### src/rtl/load_store_unit.sv
// RV32I load/store unit in front of a word-only data memory.
// Sub-word stores are read-merge-write in a single cycle; loads are
// extracted by byte offset and sign/zero-extended.
// Build option: define LSU_MISALIGNED_EN to split misaligned H/W accesses
// into two word accesses (IDLE then SECOND). Without it, misaligned
// accesses are rejected with misalign_err in one cycle.
module load_store_unit #(
  parameter int ADDR_LSB_CHECK = 1
) (
  input  logic        clk,
  input  logic        rst_n,
  input  logic        req_valid,
  input  logic        req_write,
  input  logic [2:0]  funct3,
  input  logic [31:0] addr,
  input  logic [31:0] store_data,
  output logic [31:0] load_data,
  output logic        done,
  output logic        stall,
  output logic        misalign_err,
  output logic        MemRead,
  output logic        MemWrite,
  output logic [31:0] mem_addr,
  output logic [31:0] mem_write_data,
  input  logic [31:0] mem_read_data
);

`ifdef LSU_MISALIGNED_EN
  localparam bit SPLIT_EN = 1'b1;
`else
  localparam bit SPLIT_EN = 1'b0;
`endif

  typedef enum logic {IDLE, SECOND} state_t;

  state_t      state;
  logic [31:0] first_word;

  logic        is_byte;
  logic        is_half;
  logic        is_word;
  logic        op_ok;
  logic        misaligned;
  logic [1:0]  chk_off;
  logic [4:0]  sh;
  logic [3:0]  byte_mask;
  logic [31:0] bit_mask;
  logic [63:0] wide_mask;
  logic [63:0] wide_data;
  logic [63:0] wide_read;
  logic [31:0] raw;
  logic [31:0] ext_load;
  logic [31:0] lane_data;
  logic [31:0] lane_mask;
  logic [31:0] merged;
  logic [29:0] next_word;

  // Decode size/sign, detect misalignment, and build the two-word views
  // used for load extraction and store lane merging.
  always_comb begin
    is_byte    = (funct3[1:0] == 2'b00);
    is_half    = (funct3[1:0] == 2'b01);
    is_word    = (funct3 == 3'b010);
    op_ok      = (funct3 == 3'b000) || (funct3 == 3'b001) || (funct3 == 3'b010) ||
                 (funct3 == 3'b100) || (funct3 == 3'b101);
    chk_off    = (ADDR_LSB_CHECK != 0) ? addr[1:0] : 2'b00;
    misaligned = op_ok && ((is_half && chk_off[0]) || (is_word && (chk_off != 2'b00)));
    sh         = {addr[1:0], 3'b000};

    if (is_byte)      byte_mask = 4'b0001;
    else if (is_half) byte_mask = 4'b0011;
    else              byte_mask = 4'b1111;
    bit_mask  = {{8{byte_mask[3]}}, {8{byte_mask[2]}}, {8{byte_mask[1]}}, {8{byte_mask[0]}}};

    wide_mask = {32'h0, bit_mask} << sh;
    wide_data = {32'h0, store_data} << sh;
    wide_read = (state == SECOND) ? {mem_read_data, first_word} : {32'h0, mem_read_data};
    raw       = 32'(wide_read >> sh);

    if (is_byte)      ext_load = funct3[2] ? {24'h0, raw[7:0]} : {{24{raw[7]}}, raw[7:0]};
    else if (is_half) ext_load = funct3[2] ? {16'h0, raw[15:0]} : {{16{raw[15]}}, raw[15:0]};
    else              ext_load = raw;

    lane_data = (state == SECOND) ? wide_data[63:32] : wide_data[31:0];
    lane_mask = (state == SECOND) ? wide_mask[63:32] : wide_mask[31:0];
    merged    = (mem_read_data & ~lane_mask) | (lane_data & lane_mask);
    next_word = addr[31:2] + 30'd1;
  end

  // Output decode; everything is held at zero while reset is asserted.
  always_comb begin
    load_data      = 32'h0;
    done           = 1'b0;
    stall          = 1'b0;
    misalign_err   = 1'b0;
    MemRead        = 1'b0;
    MemWrite       = 1'b0;
    mem_addr       = 32'h0;
    mem_write_data = 32'h0;
    if (rst_n) begin
      mem_addr       = (state == SECOND) ? {next_word, 2'b00} : {addr[31:2], 2'b00};
      mem_write_data = merged;
      if (state == SECOND) begin
        done      = 1'b1;
        MemRead   = 1'b1;
        MemWrite  = req_write;
        load_data = req_write ? 32'h0 : ext_load;
      end else if (req_valid) begin
        if (!op_ok) begin
          done = 1'b1;
        end else if (misaligned && !SPLIT_EN) begin
          done         = 1'b1;
          misalign_err = 1'b1;
        end else if (misaligned) begin
          stall    = 1'b1;
          MemRead  = 1'b1;
          MemWrite = req_write;
        end else begin
          done      = 1'b1;
          MemRead   = !req_write || !is_word;
          MemWrite  = req_write;
          load_data = req_write ? 32'h0 : ext_load;
        end
      end
    end
  end

  // Two-state split FSM; the first word is captured when a split starts.
  always_ff @(posedge clk or negedge rst_n) begin
    if (!rst_n) begin
      state      <= IDLE;
      first_word <= 32'h0;
    end else begin
      case (state)
        IDLE: begin
          if (SPLIT_EN && req_valid && misaligned) begin
            state      <= SECOND;
            first_word <= mem_read_data;
          end
        end
        default: state <= IDLE;
      endcase
    end
  end

endmodule

### config.mk
export PLATFORM = sky130hd
export DESIGN_NAME = load_store_unit
export DESIGN_NICKNAME = d
export VERILOG_FILES = /design/src/rtl/load_store_unit.sv
export SDC_FILE = /design/constraint.sdc
export NUM_CORES = 1
export LEC_CHECK = 0
export ABC_AREA = 0
export CAP_MARGIN = 10
export CORE_UTILIZATION = 35
export DETAILED_ROUTE_END_ITERATION = 12
export PLACE_DENSITY = 0.91
export SLEW_MARGIN = 25
export SYNTH_ARGS = -nofsm -noshare
export SYNTH_HDL_FRONTEND = slang
export SYNTH_SLANG_ARGS = --single-unit
### constraint.sdc
create_clock -name clk -period 2.3 [get_ports clk]
set_input_delay 0.23 -clock clk [delete_from_list [all_inputs] [get_ports clk]]
set_output_delay 0.23 -clock clk [all_outputs]
set_load 0.01 [all_outputs]
==> impl_metrics.csv, run 1 <==
group,metric,value,unit
floorplanning,rows,28,
global_route,grt_pass1_wl,16700,um
pwr,netSwitchingPower,0.000391,W
yosys,synthCells,309,
worst_setup_path,worstSetupEndpointType,"primary output",
floorplanning,core,5990,sq um
sta,clock.fmax,0.441,GHz
layout,drive_above_1_share,20.7,%
layout,fillers,390,
sta,slew_headroom,63.0,%
layout,layout_common_cells,"158 x clkdlybuf4s50_1, 44 x buf_4, 32 x o21ai_0",
detailed_routing,drtAntennaViolNets,0,
layout,clkbuf_count,0,
layout,final_common_cell,"clkdlybuf4s50_1",
global_route,grt_antenna_before_repair,0,
worst_setup_path,startpoint_type,"primary input",
layout,n_antenna_cell,0,
layout,seq_cell_count,0,
layout,finalCoreUtilization,77.9,%
pwr,fin_total_pwr,0.000894,W
yosys,yosys_warnings,32,
floorplanning,die_area,6610,sq um
floorplanning,die_w,81.3,um
sta,min_period,2.27,ns
pwr,power.density,191,nW/um^2
yosys,synthAdderAreaFrac,0,%
yosys,yosysSeqAreaShare,0,%
pwr,clock_power_share,0,%
pwr,peakVddDrop,128,uV
worst_setup_path,crit_type,"primary input to primary output",
detailed_routing,drt-total-wl,11600,um
floorplanning,start_util,36.7,%
min_path,whs_endpoint,"load_data[3]",
yosys,yosys.area_share.simple,29.7,%
yosys,synth_compound_area_share,34.5,%
placement,dpl_cell_area,4500,sq um
layout,fin_area,4670,sq um
layout,regArea,0,sq um
detailed_routing,post-route-drc-count,0,
detailed_routing,wl_per_cell,19.1,um
sta,timing.final.crit_share,98.5,%
min_path,hp-class,"primary input to primary output",
worst_setup_path,arrival,2.04,ns
global_route,grt_pass1_vias,3394,
yosys,synthMuxAreaShare,24.3,%
min_path,min_from,"addr[1]",
detailed_routing,highest_layer,"met4",
pwr,p_sw_share,43.7,%
layout,nets,636,
sta,final-hold-violation-count,0,
min_path,worstHoldPathCells,4,
pwr,p_int,0.000503,W
sta,drv_slew,0,
worst_setup_path,worstPathRequired,2.07,ns
placement,port_buffers,200,
yosys,synth-xor-area-share,0,%
run_status,status,"completed",
global_route,grt_max_degree,39,
sta,setup-violations-final,0,
job,cap_violations,0,
yosys,syn_avg_cell_area,7.12,sq um
detailed_routing,drtIter0Drc,234,
placement,gp_congestion,0.887,
pwr,seqPwrFrac,0,%
placement,hpwlAfterDp,8950,um
pwr,p_comb_share,100.0,%
detailed_routing,met3_length,888,um
pwr,p_leak,1.97,nW
detailed_routing,via_count,3600,
sta,worst_pin_slew,0.554,ns
yosys,synth_top_family_by_area,"compound AO/OA/AOI/OAI gates",
yosys,syn-cell-area,2200,sq um
global_route,grt_overflow_total,0,
layout,syn_to_final_growth,112,%
yosys,yosys.cell_types.count,41,
detailed_routing,dr.pass1.iters,5,
detailed_routing,wl_met1,4210,um
detailed_routing,wl_met2,5990,um
floorplanning,ioPinCount,204,
worst_setup_path,crit_fanout,6,
global_route,grt_use_total,32.3,%
detailed_routing,via_per_inst,5.94,
floorplanning,die_h,81.3,um
[how the worst max path moves through the flow]
| stage | slack, ns | startpoint | depth (start not counted) | end |
|---|---|---|---|---|
| finish | 0.03 | mem_read_data[7] | 8 | load_data[15] |
| global route | -0.02 | rst_n | 7 | MemRead |
| CTS | 0.002 | mem_read_data[31] | 8 | load_data[24] |
| detailed placement | -0.46 | funct3[0] | 7 | load_data[5] |
| global placement | -0.32 | funct3[0] | 6 | load_data[26] |
| floorplan | 0.47 | funct3[0] | 4 | load_data[24] |
[what timing repair did]
action / CTS / global route
setup endpoints to repair: 58 / 29
hold buffers: 0 / 0
pin swaps: 3 / 1
gates resized for setup: 66 / 29
setup buffers: 11 / 3
[cells in the mapped netlist, drive strengths merged]
| cell | count | area share (%) |
|---|---|---|
| nor4 | 1 | 0.28 |
| and2 | 30 | 8.5 |
| a22oi | 1 | 0.34 |
| inv | 12 | 2.0 |
| a2111oi | 9 | 5.9 |
| or3 | 8 | 2.3 |
| and4 | 1 | 0.40 |
| a211oi | 17 | 5.8 |
| nor4b | 7 | 3.4 |
| nor2 | 5 | 0.97 |
| o41ai | 1 | 1.3 |
| mux2i | 23 | 10 |
| a21o | 1 | 0.34 |
| nand3 | 8 | 1.8 |
| mux4 | 8 | 8.2 |
| o21ai | 33 | 7.5 |
| a221oi | 16 | 6.7 |
| nand4b | 1 | 1.1 |
| conb | 1 | 0.17 |
| nor2b | 9 | 2.6 |
| nand2b | 1 | 0.28 |
| and4bb | 1 | 0.57 |
| buf | 21 | 6.7 |
| clkbuf | 16 | 2.7 |
| nor3 | 9 | 2.0 |
| nand3b | 1 | 0.34 |
| mux2 | 11 | 5.6 |
| nand2 | 25 | 4.3 |
| or4 | 1 | 0.34 |
| o21a | 1 | 0.34 |
| or2 | 2 | 0.57 |
| a21oi | 28 | 6.4 |
[power by group through the flow]
stage | Clock (W) | Combinational, W | Sequential [W]
after CTS | 0 | 0.000864 | 0
final | 0 | 0.000894 | 0
after global routing | 0 | 0.000941 | 0
after global placement | 0 | 0.000825 | 0
after floorplan | 0 | 0.000357 | 0
after detailed placement | 0 | 0.000841 | 0
[worst max-delay path, stage by stage]
cell             delay [ns]
clkdlybuf4s50_1        0.45
mux2_4                 0.32
a221oi_4               0.32
buf_12                 0.15
buf_4                  0.11
buf_4                  0.11
nor3_1                 0.04
dlygate4sd2_1          0.29
[cells by family after synthesis]
| group | after synthesis |
|---|---|
| and+or+nand+nor | 110 |
| AOI/OAI and AO/OA | 107 |
| buffers and inverters | 49 |
| muxes | 42 |
| other | 1 |
[stage by stage]
stage	TNS (ns)	worst slack (ns)	hold WS (ns)	cells
after floorplan	0	0.467	0.582	311
after detailed placement	-15.36	-0.464	1.32	592
after global routing	-0.0385	-0.0248	1.10	606
final	0	0.0342	1.06	606
after global placement	-11.81	-0.322	1.31	592
after CTS	0	0.00162	1.13	603
[layer usage]
layer / global-route usage, % / up-vias
met3: 4.83 / 48
met2: 59.8 / 235
met5: 0 / -
met4: 14.5 / 0
met1: 35.9 / 1690
li1: - / 1627
[final cells by class]
cell class                      count  area, sq um  area share [%]
Timing Repair Buffer              257         2510            53.7
Multi-Input combinational cell    262         2020            43.4
Inverter                           12         45.0           0.965
Tap cell                           75         93.8            2.01
Note: power is estimated with default switching activity, not from simulation.
==> run 2: changes to the inputs <==
MAX_ROUTING_LAYER = met4   (was unset)
==> run 2 against run 1 <==
Net effect: final area down 1.6%; flip-flop and latch count unchanged; critical path depth decreased by 2; core utilization fell by 1.2 points; count of clock-buffer cells in the layout stayed put; combinational power decreased by 2.7%; via count fell by 3.1%; first-iteration DRC count down 12%; global-route usage down 0.93 points; setup slack gained 0.033 ns; total power fell by 2.7%; critical path type unchanged.
==> impl_metrics.csv, run 2 (synthesis gave the netlist of run 1 again) <==
group,metric,value,unit
sta,clock.fmax,0.448,GHz
clock_network,ctsHoldBuffers,0,
worst_setup_path,arrival,2.00,ns
layout,final_common_cell,"clkdlybuf4s50_1",
detailed_routing,dr.pass1.iters,5,
layout,fillers,432,
worst_setup_path,startpoint_type,"primary input",
detailed_routing,post-route-drc-count,0,
detailed_routing,via_per_inst,5.85,
pwr,peakVddDrop,129,uV
detailed_routing,wl_per_cell,18.4,um
worst_setup_path,critPathMaxStageDelay,0.58,ns
sta,slew_headroom,66.4,%
placement,gp_congestion,0.889,
pwr,power.density,189,nW/um^2
layout,drive_above_1_share,20.9,%
worst_setup_path,worstPathRequired,2.07,ns
worst_setup_path,slowest_stage,"clkdlybuf4s50_1",
global_route,grt_antenna_before_repair,0,
worst_setup_path,startpoint,"rst_n",
floorplanning,die_area,6610,sq um
placement,port_buffers,200,
sta,timing.final.crit_share,97.1,%
sta,final-hold-violation-count,0,
detailed_routing,drtAntennaViolNets,0,
floorplanning,core,5990,sq um
min_path,worstHoldPathCells,5,
min_path,min_from,"funct3[2]",
sta,worst_pin_slew,0.504,ns
sta,holdWs,1.03,ns
global_route,grt_use_total,31.4,%
detailed_routing,drt-total-wl,11000,um
worst_setup_path,crit_type,"primary input to primary output",
placement,hpwlAfterDp,8680,um
layout,clkbuf_count,0,
floorplanning,die_w,81.3,um
detailed_routing,drtIter0Drc,205,
worst_setup_path,crit_fanout,38,
min_path,hp-class,"primary input to primary output",
global_route,grt_overflow_total,0,
floorplanning,ioPinCount,204,
layout,regArea,0,sq um
sta,rsz0062_at_grt,"no",
min_path,whs_endpoint,"load_data[31]",
job,cap_violations,0,
floorplanning,die_h,81.3,um
pwr,netSwitchingPower,0.000383,W
global_route,grt_pass1_vias,3224,
detailed_routing,via_count,3489,
pwr,p_comb_share,100.0,%
layout,syn_to_final_growth,109,%
worst_setup_path,cpLargestDelayFamily,"buffers and inverters",
floorplanning,rows,28,
placement,placed_cells,590,
pwr,clock_power_share,0,%
layout,instances_no_fill,596,
pwr,p_sw_share,44.0,%
sta,drv_slew,0,
global_route,grt_max_degree,39,
worst_setup_path,crit_chain,"clkdlybuf4s50_1 > buf_12 > inv_1 > buf_4 > a211oi_1 > clkdlybuf4s50_1",
sta,min_period,2.23,ns
layout,layout_common_cells,"151 x clkdlybuf4s50_1, 34 x buf_4, 32 x o21ai_0",
pwr,p_int,0.000487,W
layout,n_antenna_cell,0,
worst_setup_path,worstSetupEndpointType,"primary output",
worst_setup_path,path_buf_inv,5,
worst_setup_path,crit_top_cell,"clkdlybuf4s50_1",
pwr,p_leak,1.90,nW
pwr,seqPwrFrac,0,%
layout,seq_cell_count,0,
layout,nets,626,
run_status,status,"completed",
global_route,grt_pass1_wl,15700,um
floorplanning,start_util,36.7,%
sta,setup-violations-final,0,
==> run 2: stage by stage <==
stage          util, %  total power (W)  area [sq um]  setup TNS (ns)  setup WS (ns)
2_1_floorplan        -         0.000357          2210               0          0.467
3_3_place_gp      75.0         0.000826          4500          -11.85         -0.327
5_1_grt           76.7         0.000918          4600               0        0.00591
6_report          76.7         0.000870          4600               0         0.0676
4_1_cts           75.0         0.000838          4490        -0.00775       -0.00612
3_5_place_dp      75.0         0.000840          4500          -14.26         -0.419
==> run 2: area by class of cell <==
class / count / area (sq um) / share of cell area (%)
Multi-Input combinational cell: 262 / 2030 / 44.2
Timing Repair Buffer: 247 / 2430 / 52.8
Inverter: 12 / 45.0 / 0.980
Tap cell: 75 / 93.8 / 2.04
==> run 2: tightest hold or removal path: stages <==
cell	delay (ns)
dlymetal6s2s_1	0.15
o41ai_4	0.09
nand4b_4	0.13
a2111oi_1	0.07
clkbuf_2	0.12
==> run 2: worst max-delay path by stage <==
| stage | cells after the start | to | slack (ns) |
|---|---|---|---|
| finish | 6 | mem_write_data[23] | 0.07 |
| global route | 6 | mem_write_data[23] | 0.006 |
| CTS | 7 | load_data[12] | -0.006 |
| detailed placement | 7 | load_data[5] | -0.42 |
| global placement | 6 | load_data[29] | -0.33 |
| floorplan | 4 | load_data[24] | 0.47 |
==> run 2: power groups by stage <==
stage / sequential (W) / combinational, W / clock [W]
2_1_floorplan: 0 / 0.000357 / 0
3_3_place_gp: 0 / 0.000826 / 0
3_5_place_dp: 0 / 0.000840 / 0
4_1_cts: 0 / 0.000838 / 0
5_1_grt: 0 / 0.000918 / 0
6_report: 0 / 0.000870 / 0
==> run 2: what timing repair did <==
action	in CTS	in global routing
hold endpoints to repair	0	0
buffers inserted	1	4
cloned	0	1
pin swaps	2	3
gates resized for setup	90	28
setup endpoints to repair	54	45
==> run 2: per-layer routing <==
metal  track usage [%]  routed length, um  part of all wire (%)  up-vias
li1                  -                  -                     -     1602
met1              36.3               4180                    38     1587
met2              54.8               5540                    50      247
met3              2.47                798                   7.3       53
met4              13.8                467                   4.3        0
met5                 -                  0                     0        -
